==> config.mk <==
export PLATFORM = sky130hd
export DESIGN_NAME = dpll_lock_ctrl
export DESIGN_NICKNAME = d
export VERILOG_FILES = /design/src/rtl/dpll_pkg.sv /design/src/rtl/dpll_edge_sync.sv /design/src/rtl/dpll_lock_ctrl.sv
export SDC_FILE = /design/constraint.sdc
export NUM_CORES = 1
export LEC_CHECK = 0
export BUFFER_PORTS_ARGS = -buffer_cell sky130_fd_sc_hd__buf_2
export CAP_MARGIN = 5
export CORE_MARGIN = 2
export CORE_UTILIZATION = 65
export CTS_CLUSTER_SIZE = 8
export DETAILED_ROUTE_END_ITERATION = 8
export PLACE_DENSITY = 0.85
export SYNTH_ARGS = -nofsm -noshare
export SYNTH_HDL_FRONTEND = slang
export SYNTH_SLANG_ARGS = --single-unit
export TNS_END_PERCENT = 100
==> constraint.sdc <==
create_clock -name dco_clk -period 6.8 [get_ports dco_clk]
set_clock_uncertainty 0.1 [all_clocks]
set_input_delay 2.04 -clock dco_clk [delete_from_list [all_inputs] [get_ports dco_clk]]
set_output_delay 2.04 -clock dco_clk [all_outputs]
set_load 0.02 [all_outputs]
==> src/rtl/dpll_pkg.sv <==
// -----------------------------------------------------------------------------
// dpll_pkg
//   Shared definitions for the DPLL acquisition / lock controller:
//   - dpll_state_t : controller state (IDLE, ACQ, MEAS, LOCKED)
//   - default widths and thresholds used as parameter defaults by the top
//   - DPLL_TIMEOUT : all-ones period-counter value that marks a lost reference
//
//   Optional feature macro used by the top: DPLL_CTRL_AVG_EN
// -----------------------------------------------------------------------------
package dpll_pkg;

  typedef enum logic [1:0] {
    IDLE   = 2'd0,
    ACQ    = 2'd1,
    MEAS   = 2'd2,
    LOCKED = 2'd3
  } dpll_state_t;

  localparam int DPLL_W          = 16;
  localparam int DPLL_LOCK_TOL   = 2;
  localparam int DPLL_LOCK_CNT   = 4;
  localparam int DPLL_MIN_PERIOD = 8;

  // Period counter value at which the reference is declared missing.
  localparam logic [DPLL_W-1:0] DPLL_TIMEOUT = '1;

endpackage

==> src/rtl/dpll_edge_sync.sv <==
// -----------------------------------------------------------------------------
// dpll_edge_sync
//   Brings the asynchronous reference into the clock domain with a 2-flop
//   synchronizer, then registers a one-cycle pulse for each synchronized
//   rising edge. The pulse is high 3 clocks after the input rise is first
//   sampled.
//
// Ports:
//   clk    in   clock
//   rst_n  in   synchronous active-low reset
//   din    in   asynchronous input
//   pulse  out  one-cycle pulse per synchronized rising edge
// -----------------------------------------------------------------------------
module dpll_edge_sync (
  input  logic clk,
  input  logic rst_n,
  input  logic din,
  output logic pulse
);

  // sr[0], sr[1]: synchronizer; sr[2]: previous synchronized value.
  logic [2:0] sr;

  always_ff @(posedge clk) begin
    if (!rst_n) begin
      sr    <= '0;
      pulse <= 1'b0;
    end else begin
      sr    <= {sr[1:0], din};
      pulse <= sr[1] & ~sr[2];
    end
  end

endmodule

==> src/rtl/dpll_lock_ctrl.sv <==
// -----------------------------------------------------------------------------
// dpll_lock_ctrl
//   Acquisition and lock controller for the DPLL frequency divider. Measures
//   the period of reference fin in dco_clk cycles, publishes it as fin_w,
//   tracks measurement stability to drive locked, and flags missing or too
//   short reference periods.
//
//   Optional feature: define DPLL_CTRL_AVG_EN to smooth fin_w as
//   (fin_w + meas) >> 1; the first valid measurement after acquisition is
//   loaded directly. Default build loads fin_w = meas on every update.
//
// Handshake/pulse semantics: fin_w_vld is a one-cycle strobe marking the
//   cycle in which fin_w takes a new value; meas_err is a one-cycle strobe
//   for a timeout or short period. There is no back-pressure; the two
//   strobes are never high together and neither is issued while en is low.
//
// Ports:
//   dco_clk    in   sole clock
//   rst_n      in   synchronous active-low reset
//   en         in   enable; low forces IDLE
//   fin        in   asynchronous reference
//   fin_w      out  frequency word (dco_clk cycles per fin period)
//   fin_w_vld  out  one-cycle pulse on each fin_w update
//   locked     out  high while in LOCKED
//   meas_err   out  one-cycle pulse on timeout or short period
//   dbg_state  out  current controller state (dpll_state_t encoding)
// -----------------------------------------------------------------------------
module dpll_lock_ctrl
  import dpll_pkg::*;
#(
  parameter int W          = DPLL_W,
  parameter int LOCK_TOL   = DPLL_LOCK_TOL,
  parameter int LOCK_CNT   = DPLL_LOCK_CNT,
  parameter int MIN_PERIOD = DPLL_MIN_PERIOD
) (
  input  logic         dco_clk,
  input  logic         rst_n,
  input  logic         en,
  input  logic         fin,
  output logic [W-1:0] fin_w,
  output logic         fin_w_vld,
  output logic         locked,
  output logic         meas_err,
  output logic [1:0]   dbg_state
);

  localparam int             MCW      = $clog2(LOCK_CNT + 1);
  localparam logic [W:0]     TOL      = (W+1)'(LOCK_TOL);
  localparam logic [W-1:0]   MINP     = W'(MIN_PERIOD);
  localparam logic [W-1:0]   TIMEOUT  = '1;
  localparam logic [MCW-1:0] LOCK_TGT = MCW'(LOCK_CNT);

  dpll_state_t    state, state_nxt;
  logic           fin_edge;
  logic [W-1:0]   cnt, cnt_nxt;
  logic [W-1:0]   meas;
  logic [W-1:0]   upd_val, fin_w_nxt;
  logic [MCW-1:0] match_cnt, match_nxt;
  logic [W:0]     diff, abs_diff;
  logic           tracking, timeout, short_p, is_match, lock_hit;
  logic           err, upd;

  dpll_edge_sync u_sync (
    .clk   (dco_clk),
    .rst_n (rst_n),
    .din   (fin),
    .pulse (fin_edge)
  );

  // ---------------------------------------------------------------------------
  // Measurement evaluation
  // ---------------------------------------------------------------------------
  // cnt is cleared in the edge cycle, so the interval between edges is cnt+1.
  assign meas     = cnt + W'(1);
  assign tracking = (state == MEAS) || (state == LOCKED);
  assign timeout  = (cnt == TIMEOUT);
  assign short_p  = (meas < MINP);

  // Difference at W+1 bits so a full-range meas or fin_w cannot wrap.
  assign diff     = {1'b0, meas} - {1'b0, fin_w};
  assign abs_diff = diff[W] ? (~diff + (W+1)'(1)) : diff;
  assign is_match = (abs_diff <= TOL);
  assign lock_hit = ((match_cnt + MCW'(1)) == LOCK_TGT);

  // Timeout wins over a coincident edge: that edge is not evaluated.
  assign err = en && tracking && (timeout || (fin_edge && short_p));
  assign upd = en && tracking && fin_edge && !timeout && !short_p;

`ifdef DPLL_CTRL_AVG_EN
  logic       first_upd;
  logic [W:0] avg_sum;

  assign avg_sum = {1'b0, fin_w} + {1'b0, meas};
  assign upd_val = first_upd ? meas : W'(avg_sum >> 1);

  // Set whenever the controller (re)enters ACQ so that the first valid
  // measurement afterwards replaces the stale word instead of averaging.
  always_ff @(posedge dco_clk) begin
    if (!rst_n) begin
      first_upd <= 1'b0;
    end else if (state_nxt == ACQ) begin
      first_upd <= 1'b1;
    end else if (upd) begin
      first_upd <= 1'b0;
    end
  end
`else
  assign upd_val = meas;
`endif

  // ---------------------------------------------------------------------------
  // FSM: state register
  // ---------------------------------------------------------------------------
  always_ff @(posedge dco_clk) begin
    if (!rst_n) begin
      state <= IDLE;
    end else begin
      state <= state_nxt;
    end
  end

  // ---------------------------------------------------------------------------
  // FSM: next state
  // ---------------------------------------------------------------------------
  always_comb begin
    state_nxt = state;
    if (!en) begin
      state_nxt = IDLE;
    end else begin
      unique case (state)
        IDLE:   state_nxt = ACQ;
        ACQ:    if (fin_edge) state_nxt = MEAS;
        MEAS: begin
          if (err)                            state_nxt = ACQ;
          else if (upd && is_match && lock_hit) state_nxt = LOCKED;
        end
        LOCKED: begin
          if (err)                 state_nxt = ACQ;
          else if (upd && !is_match) state_nxt = MEAS;
        end
        default: state_nxt = IDLE;
      endcase
    end
  end

  // ---------------------------------------------------------------------------
  // FSM: outputs / datapath next values
  // ---------------------------------------------------------------------------
  always_comb begin
    // Counter runs only while the next state measures; the edge restarts it
    // and any drop to IDLE/ACQ parks it at zero (this also absorbs the wrap
    // on timeout).
    cnt_nxt = '0;
    if (((state_nxt == MEAS) || (state_nxt == LOCKED)) && !fin_edge) begin
      cnt_nxt = cnt + W'(1);
    end

    match_nxt = match_cnt;
    if ((state_nxt == IDLE) || (state_nxt == ACQ)) begin
      match_nxt = '0;
    end else if (upd) begin
      if (!is_match) begin
        match_nxt = '0;
      end else if (state == MEAS) begin
        match_nxt = match_cnt + MCW'(1);
      end
    end

    fin_w_nxt = upd ? upd_val : fin_w;
  end

  always_ff @(posedge dco_clk) begin
    if (!rst_n) begin
      cnt       <= '0;
      match_cnt <= '0;
      fin_w     <= '0;
      fin_w_vld <= 1'b0;
      meas_err  <= 1'b0;
    end else begin
      cnt       <= cnt_nxt;
      match_cnt <= match_nxt;
      fin_w     <= fin_w_nxt;
      fin_w_vld <= upd;
      meas_err  <= err;
    end
  end

  assign locked    = (state == LOCKED);
  assign dbg_state = state;

endmodule

Word level (Yosys, flattened, before mapping). Cells that the tools add are included. W data, S select, Z words.

Add/sub/neg operators: 4. Multipliers: 0. Divide/modulo/power cells: 0. Magnitude comparators: 2. Equality and inequality tests: 9. Shifts and indexed selects: 0. Mux-type cells: 10. Bitwise gates (word level): 4. Reductions and logical operators: 23.

Operators by type and width (count): $add A17 B1 Y17 const B (1); $le A17 B2 Y1 const B (1); $mux W17 (1); $not A17 Y17 (1); $sub A16 B16 Y17 (1); $add A16 B1 Y16 const B (1); $eq A16 B16 Y1 const B (1); $lt A16 B4 Y1 const B (1); $mux W2 (6); $logic_and A1 B1 Y1 (10); $eq A2 B2 Y1 const B (4); $pmux W2 S4 (1); $mux W3 (2); $eq A2 B1 Y1 const B (2); $logic_not A1 Y1 (4); $logic_not A2 Y1 (2); $logic_or A1 B1 Y1 (4); $reduce_and A2 Y1 (2); $add A3 B1 Y3 const B (1); $eq A3 B3 Y1 const B (1); $ne A2 B1 Y1 const B (1); $not A1 Y1 (2); $reduce_or A2 Y1 (1); $and A1 B1 Y1 (1).

Register bits: 43. Bits in latches: 0. Bits in writable memories: 0. Memory bits (read-only): 0. Word-level logic and storage cells: 60. Memories: 0.

Longest topological paths before layout. Gate-level depths: netlist of run 1.

Word-level depth: 16. Mapped depth: 19.

Cells and area by module. Synthesis of run 1 repeated with hierarchy kept, for this count alone.

Cell total of the unflattened synthesis: 446. Area, all modules: 3641.0 um^2.

Modules (own cells, without submodules): dpll_lock_ctrl (instances 1, cells each 438, area an instance 3529.6 um^2); dpll_edge_sync (instances 1, cells each 8, area an instance 111.4 um^2).

Worst setup path before layout of run 1. Ideal clock, no wire load.

Path type: reg-to-reg. Start: register cnt[3]. End: register match_cnt[0]. Library setup time: 0.059 ns. Data arrival time: 3.996 ns. Data required time: 6.641 ns. Path slack: 2.645 ns. Cell stages (with the launch flop): 16. Path buffers: 0. Clock period less this slack: 4.155 ns. Cell sequence: dfxtp_1 -> nand3_1 -> or4_1 -> xor2_1 -> inv_1 -> ha_1 -> a21oi_1 -> o21ai_0 -> a21o_1 -> a31oi_1 -> inv_1 -> or3_1 -> a211oi_2 -> nand4_2 -> nor4_4 -> mux2_1.

Longest elaborated chain between the ends: 15.

Ends and longest elaborated chain: start: declaration (RTL line dpll_lock_ctrl.sv:55) `logic [W-1:0] cnt, cnt_nxt;`; start signal: assignment (RTL line dpll_lock_ctrl.sv:180) `cnt <= cnt_nxt;`; $add A16 B1 Y16 * (RTL line dpll_lock_ctrl.sv:74) `assign meas = cnt + W'(1);`; via meas[9] (RTL line dpll_lock_ctrl.sv:56) `logic [W-1:0] meas;`; $sub A16 B16 Y17 (RTL line dpll_lock_ctrl.sv:80) `assign diff = {1'b0, meas} - {1'b0, fin_w};`; $not A17 Y17 (RTL line dpll_lock_ctrl.sv:81) `assign abs_diff = diff[W] ? (~diff + (W+1)'(1)) : diff;`; $add A17 B1 Y17 (RTL line dpll_lock_ctrl.sv:81); $mux W17 (RTL line dpll_lock_ctrl.sv:81); $le A17 B2 Y1 (RTL line dpll_lock_ctrl.sv:82) `assign is_match = (abs_diff <= TOL);`; $logic_not A1 Y1 / $logic_and A1 B1 Y1 (equally long branches); $logic_and A1 B1 Y1 (on tied branches) (RTL line dpll_lock_ctrl.sv:139, dpll_lock_ctrl.sv:135); $mux W2 (on tied branches) (RTL line dpll_lock_ctrl.sv:139, dpll_lock_ctrl.sv:135); $mux W2 (on tied branches) (RTL line dpll_lock_ctrl.sv:138, dpll_lock_ctrl.sv:134); $pmux W2 S4 (RTL line dpll_lock_ctrl.sv:130) `unique case (state)`; $mux W2 (RTL line dpll_lock_ctrl.sv:127) `if (!en) begin`; $eq A2 B1 Y1 / $logic_not A2 Y1 (equally long branches) (RTL line dpll_lock_ctrl.sv:159) `if ((state_nxt == IDLE) || (state_nxt == ACQ)) begin`; $logic_or A1 B1 Y1 (RTL line dpll_lock_ctrl.sv:159); $reduce_or A2 Y1 (no source line); end signal: assignment (RTL line dpll_lock_ctrl.sv:181) `match_cnt <= match_nxt;`; end: declaration (RTL line dpll_lock_ctrl.sv:58) `logic [MCW-1:0] match_cnt, match_nxt;`.

Mark *: on every way through the listed nets, which the timed path passes. The rest lies on a longest branch. A chain may end at the register's enable or synchronous reset.

Worst setup path after layout of run 1. Same ends and word-level chain as after synthesis.

==> results of run 1 <==
## logic make-up (layout without fill, tap and decap cells)
logic type,Yosys count,in the layout,synth area share
mux,5,5,0.01644
flops,43,43,0.2694
buf+inv,53,70,0.06421
compound gates,92,92,0.2165
xor+xnor,33,33,0.09280
simple gates,163,163,0.2561
fa+ha+maj,21,21,0.08457
## cell usage after synthesis, types with 5 or more instances
cell type and n:
nand2_1 43, nor2_1 37, a21o_1 6, xnor2_1 17
nand3_1 15, nor4_1 6, and2_1 9, nor3_1 10
xor2_1 15, o21ai_0 8, a21oi_1 19, nand4_1 11
buf_2 5, clkbuf_1 10, and3_1 10, nand2b_1 5
ha_1 20, o21a_1 9, o2111ai_1 5, o211a_1 15
dfxtp_1 43, inv_1 36
## registers in the layout, indices dropped and copies added, names as in the netlist
name / count
cnt: 16
dbg_state: 2
fin_w: 16
fin_w_vld: 1
match_cnt: 3
meas_err: 1
u_sync.pulse: 1
u_sync.sr: 3
## through the flow
stage / power, mW / instance area (µm²)
floorplan: 0.2654 / 3196
global placement: 0.2683 / 3344
detailed placement: 0.2686 / 3344
CTS: 0.4403 / 3440
global route: 0.4528 / 3440
finish: 0.4386 / 3440
## path summary, 6_finish.rpt
| check | cells past startpoint | end | slack [ns] |
|---|---|---|---|
| max | 18 | match_cnt[0]$_SDFFE_PP0P_ | 2.03 |
| min | 1 | u_sync.pulse$_SDFF_PN0_ | 0.29 |
| max reg2reg | 18 | match_cnt[0]$_SDFFE_PP0P_ | 2.03 |
| min reg2reg | 1 | u_sync.pulse$_SDFF_PN0_ | 0.29 |
## report_power, final
part	leakage (nW)	total, mW	internal [mW]	switching (mW)
clock	0.0491	0.176	0.0756	0.100
sequential	0.347	0.254	0.253	0.000961
combinational	1.31	0.00900	0.00325	0.00575
## layout make-up
class / instances / area [µm²] / area share
Sequential cell: 43 / 860.8 / 0.2503
Clock inverter: 3 / 26.28 / 0.007639
Clock buffer: 5 / 68.82 / 0.02001
Tap cell: 67 / 83.83 / 0.02437
Multi-Input combinational cell: 314 / 2130 / 0.6191
Inverter: 36 / 135.1 / 0.03929
Timing Repair Buffer: 26 / 135.1 / 0.03929
## per-layer routing
layer,wire length [µm],GRT usage
met5,0,0
met4,235,0.1152
met3,363,0.05014
met2,3531,0.4583
met1,3581,0.4002
## worst max-delay path, delay by kind of cell, from the launching register on
| family | cells | cell delay [ns] |
|---|---|---|
| and+or+nand+nor | 6 | 1.52 |
| AOI/OAI and AO/OA | 7 | 1.27 |
| DFF | 1 | 0.47 |
| xor gates and xnor gates | 1 | 0.45 |
| adders and majority gates | 1 | 0.41 |
| buffers and inverters | 2 | 0.33 |
| muxes | 1 | 0.17 |
==> impl_metrics.tcl, run 1 <==
set metrics [dict create \
    outcome "complete, no violations" \
    drt-total-wl_mm 7.712 \
    die_y_um 74.12 \
    antenna_found_initial 0 \
    layout_common_cells "nand2_1, dfxtp_1, nor2_1" \
    ys.flop_type "dfxtp_1" \
    path_cells "nand3_1 -> nor4_1 -> nand3_1 -> xor2_1 -> inv_1 -> ha_1 -> o21ai_0 -> a21oi_1 -> a21o_1 -> a31oi_1 -> buf_4 -> o211ai_1 -> o32ai_1 -> nand2_1 -> a211oi_2 -> nand4_2 -> nor4_4 -> mux2_1" \
    slowest_delay_ns 0.56 \
    synthArstFlopShare 0 \
    ant_nets 0 \
    cts_root_buf "clkbuf_8" \
    grt_pass1_wl_mm 12.49 \
    grt_pass1_vias 2679 \
    cts_buffer_depth 2 \
    die_area_mm2 0.005493 \
    rsz0062_at_grt "no" \
    crit_type "register to register" \
    cts_setup_buffers 0 \
    finalWeightedCongestion 0.9353 \
    synth_nets 435 \
    cp_slowest_cell "nor4_1" \
    tightestPinTransition_ns 0.7511 \
    syn_area_mm2 0.003196 \
    dpl.cell_count 486 \
    ys_types 58 \
    synth_top_cell_by_area "dfxtp_1" \
    grt-ovfl-total 0 \
    dpl_worst_slack_ns 2.154 \
    cts_buffers 5 \
    cp_max_fo 16 \
    vias 3018 \
    grt_max_degree 30 \
    insertion_delay_ns 0.31 \
    whs_ns 0.2859 \
    vias_per_cell 6.109 \
    slew_headroom 0.4978 \
    cp.required_ns 6.96 \
    ys_seq_area_frac 0.2694 \
    syn-instance-count 410 \
    clkTransAtPathRegs_ns 0.09 \
    finalCritPeriodShare 0.7012 \
    slew_viol_final 0 \
    finalSetupTns_ns 0 \
    cap_violations 0 \
    initial_utilization 0.6766 \
    leakage_nw 1.708 \
    final_core_util 0.7282 \
    h-tree-depth 2 \
    routedWlPerCell_um 15.61 \
    ios 25 \
    irDropWorstVdd_mv 0.1177 \
    n_fill_cell 368 \
    rows 25 \
    hold_path_class "register to register" \
    area_growth_pct 7.635 \
    layout_setup_ws_ns 2.032 \
    dp_hpwl_mm 5.843 \
    max_clock_freq_mhz 209.7 \
    period_needed_ns 4.768 \
    grt_usage 0.2919 \
    drcViolationCount 0 \
    synth_seq_cells 43 \
    crit_start "cnt[3]$_SDFF_PN0_" \
    coreArea_mm2 0.004723 \
    cts-resized-gates 0 \
    drive_gt1_frac 0.1054 \
    synth_top_area_frac 0.2694 \
    yosys_warnings 0 \
    reg2reg_from "cnt[3]$_SDFF_PN0_" \
    synth_edf_count 0 \
    cts_tree "done" \
    drt-initial-drc-count 231 \
    final_net_count 451 \
    startpoint_type "register" \
    firstDrtPassIters 7 \
    powerDensity_mw_per_mm2 127.5 \
    setup_viol 0 \
    io_buffers 24 \
    die_x_um 74.12 \
    finalHoldViolations 0 \
    clkSinkCount 43 \
    end_kind "register" \
    stdcell_count 494 \
    diodes 0 \
    hp-start "u_sync.sr[2]$_SDFF_PN0_" \
    cts_hold_buffers 0 \
    synth.avg_cell_area_um2 7.794 \
    synthTopCellsByArea "dfxtp_1, ha_1, nand2_1, o211a_1, xnor2_1" \
    path_common_cell "nand3_1" \
    critPathArrivalTime_ns 4.93 \
]
Note: power is estimated with default switching activity, not from simulation.
==> run 2, diff against run 1 <==
Settings changed: CORE_UTILIZATION 65 to 55, PLACE_DENSITY 0.85 to 0.77.
Clock period 6.8 ns to 4.15 ns, I/O delays scaled along.
==> impl_metrics.tcl, run 2 (synthesis gave the netlist of run 1 again) <==
set metrics [dict create \
    layout_common_cells "buf_4, nand2_1, nor2_1, dfxtp_1, inv_1" \
    dpl_worst_slack_ns -0.1818 \
    drt-total-wl_mm 13.52 \
    max_clock_freq_mhz 232.1 \
    path_common_cell "buf_6" \
    dp_hpwl_mm 6.275 \
    irDropWorstVdd_mv 0.3089 \
    rows 27 \
    h-tree-depth 2 \
    rrSetupSlack_ns -0.16 \
    finalSetupTns_ns -0.5842 \
    hold_path_depth 1 \
    cts_tree "done" \
    clkSinkCount 43 \
    slowest_delay_ns 0.53 \
    antenna_found_initial 0 \
    drive_gt1_frac 0.4451 \
    finalHoldViolations 0 \
    place_area_mm2 0.003725 \
    cp_slowest_cell "a2111oi_0" \
    cts_hold_buffers 0 \
    crit_buf_inv 4 \
    final_cell_area_mm2 0.004793 \
    initial_utilization 0.5733 \
    period_needed_ns 4.308 \
    cap_violations 0 \
    grt_pass1_vias 3216 \
    grt_pass1_wl_mm 14.98 \
    whs_ns 0.3292 \
    top_regs "cnt x16, fin_w x16" \
    die_y_um 80.23 \
    wl_met2_mm 6.034 \
    io_buffers 24 \
    vias 3998 \
    leakage_nw 2.249 \
    die_area_mm2 0.006436 \
    drt-initial-drc-count 592 \
    cts_buffer_depth 2 \
    clkTransAtPathRegs_ns 0.09 \
    violations "setup timing" \
    routedWlPerCell_um 23.23 \
    cts_buffers 5 \
    hold_path_class "register to register" \
    top_layer_used "met4" \
    cp.required_ns 4.29 \
    ios 25 \
    final_common_cell "buf_4" \
    outcome "complete, but fails checks" \
    reg2reg_depth 18 \
    hold_path_end "u_sync.pulse$_SDFF_PN0_" \
    cp_max_fo 7 \
    cp_top_family "compound AO/OA/AOI/OAI gates" \
    grt-ovfl-total 0 \
    startpoint_type "register" \
    slew_viol_final 0 \
    cts_root_buf "clkbuf_8" \
    vias_per_cell 6.869 \
    drcViolationCount 0 \
    area_growth_pct 50.00 \
    insertion_delay_ns 0.32 \
    powerDensity_mw_per_mm2 160.4 \
    final_net_count 535 \
    die_x_um 80.23 \
    critPathArrivalTime_ns 4.45 \
    crit_type "register to register" \
    firstDrtPassIters 7 \
    grt_usage 0.2955 \
    tightestPinTransition_ns 0.5543 \
    rsz0062_at_grt "yes" \
    end_kind "register" \
    diodes 0 \
    ant_nets 0 \
    met1_length_mm 4.976 \
    wl_met3_mm 1.398 \
    hp-start "u_sync.sr[2]$_SDFF_PN0_" \
    path_cells "buf_6 -> nand3_4 -> buf_4 -> nor4_2 -> xnor2_1 -> inv_1 -> ha_1 -> o21ai_2 -> a21oi_2 -> a21o_1 -> a31oi_4 -> buf_6 -> a2111oi_0 -> a21oi_1 -> a211oi_2 -> nand4_2 -> a211o_1 -> o21ai_1" \
    regToRegEndpoint "dbg_state[0]$_SDFF_PN0_" \
    coreArea_mm2 0.005574 \
    layout_setup_ws_ns -0.1585 \
    reg2reg_from "cnt[4]$_SDFF_PN0_" \
    grt_max_degree 33 \
    slew_headroom 0.6209 \
    finalCritPeriodShare 1.038 \
    setup_viol 4 \
    finalWeightedCongestion 0.9549 \
]
## run 2: cell count changes in the layout (fill, tap and decap cells not counted), sizes merged
cell      delta
buf         +84
bufinv       +1
clkinv       -1
clkinvlp     +1
inv          -2
## run 2: worst reg2reg max path, delay by kind of cell (launching register included)
kind / cells / cell delay (ns)
buf+inv: 4 / 0.56
simple gates: 3 / 0.62
flops: 1 / 0.35
fa+ha+maj: 1 / 0.42
compound gates: 9 / 1.99
xor+xnor: 1 / 0.22
## run 2: worst max path at each step
| stage | end | depth (start not counted) | startpoint | slack (ns) |
|---|---|---|---|---|
| after floorplan | match_cnt[0]$_SDFFE_PP0P_ | 15 | cnt[3]$_SDFF_PN0_ | 0.02 |
| after global placement | match_cnt[0]$_SDFFE_PP0P_ | 17 | cnt[2]$_SDFF_PN0_ | -0.03 |
| after detailed placement | match_cnt[1]$_SDFFE_PP0P_ | 17 | cnt[1]$_SDFF_PN0_ | -0.18 |
| after CTS | match_cnt[1]$_SDFFE_PP0P_ | 18 | cnt[3]$_SDFF_PN0_ | 0.003 |
| after global routing | match_cnt[1]$_SDFFE_PP0P_ | 18 | cnt[4]$_SDFF_PN0_ | -0.35 |
| final | dbg_state[0]$_SDFF_PN0_ | 18 | cnt[4]$_SDFF_PN0_ | -0.16 |
## run 2: layout make-up
class | instances | area [µm²]
Sequential cell | 43 | 883.3
Multi-Input combinational cell | 314 | 2759
Clock inverter | 2 | 37.54
Clock buffer | 5 | 68.82
Tap cell | 72 | 90.09
Inverter | 36 | 135.1
Fill cell | 244 | 780.7
Timing Repair Buffer | 110 | 819.5
## run 2: routing by layer
| layer | GRT usage | vias up |
|---|---|---|
| li1 | - | 1640 |
| met1 | 0.3765 | 1865 |
| met2 | 0.4967 | 356 |
| met3 | 0.04719 | 137 |
| met4 | 0.1186 | 0 |
| met5 | 0 | - |
## run 2: report_power, final
part	internal (mW)	switching (mW)	leakage (nW)
logic	0.00670	0.0119	1.85
registers	0.412	0.00211	0.353
clock network	0.176	0.161	0.0502
## run 2: repair_timing
action                                  CTS  global route
endpoints found under the setup margin    4             4
setup buffers                             4            31
resized for setup                        30           106
pin swaps                                11            50
## run 2: stage by stage
step | power (mW) | util | cells
finish | 0.7690 | 0.8599 | 582
global route | 0.7818 | 0.8599 | 582
CTS | 0.7582 | 0.7178 | 551
detailed placement | 0.4409 | 0.6682 | 540
global placement | 0.4404 | 0.6682 | 540
floorplan | 0.4349 | - | 410
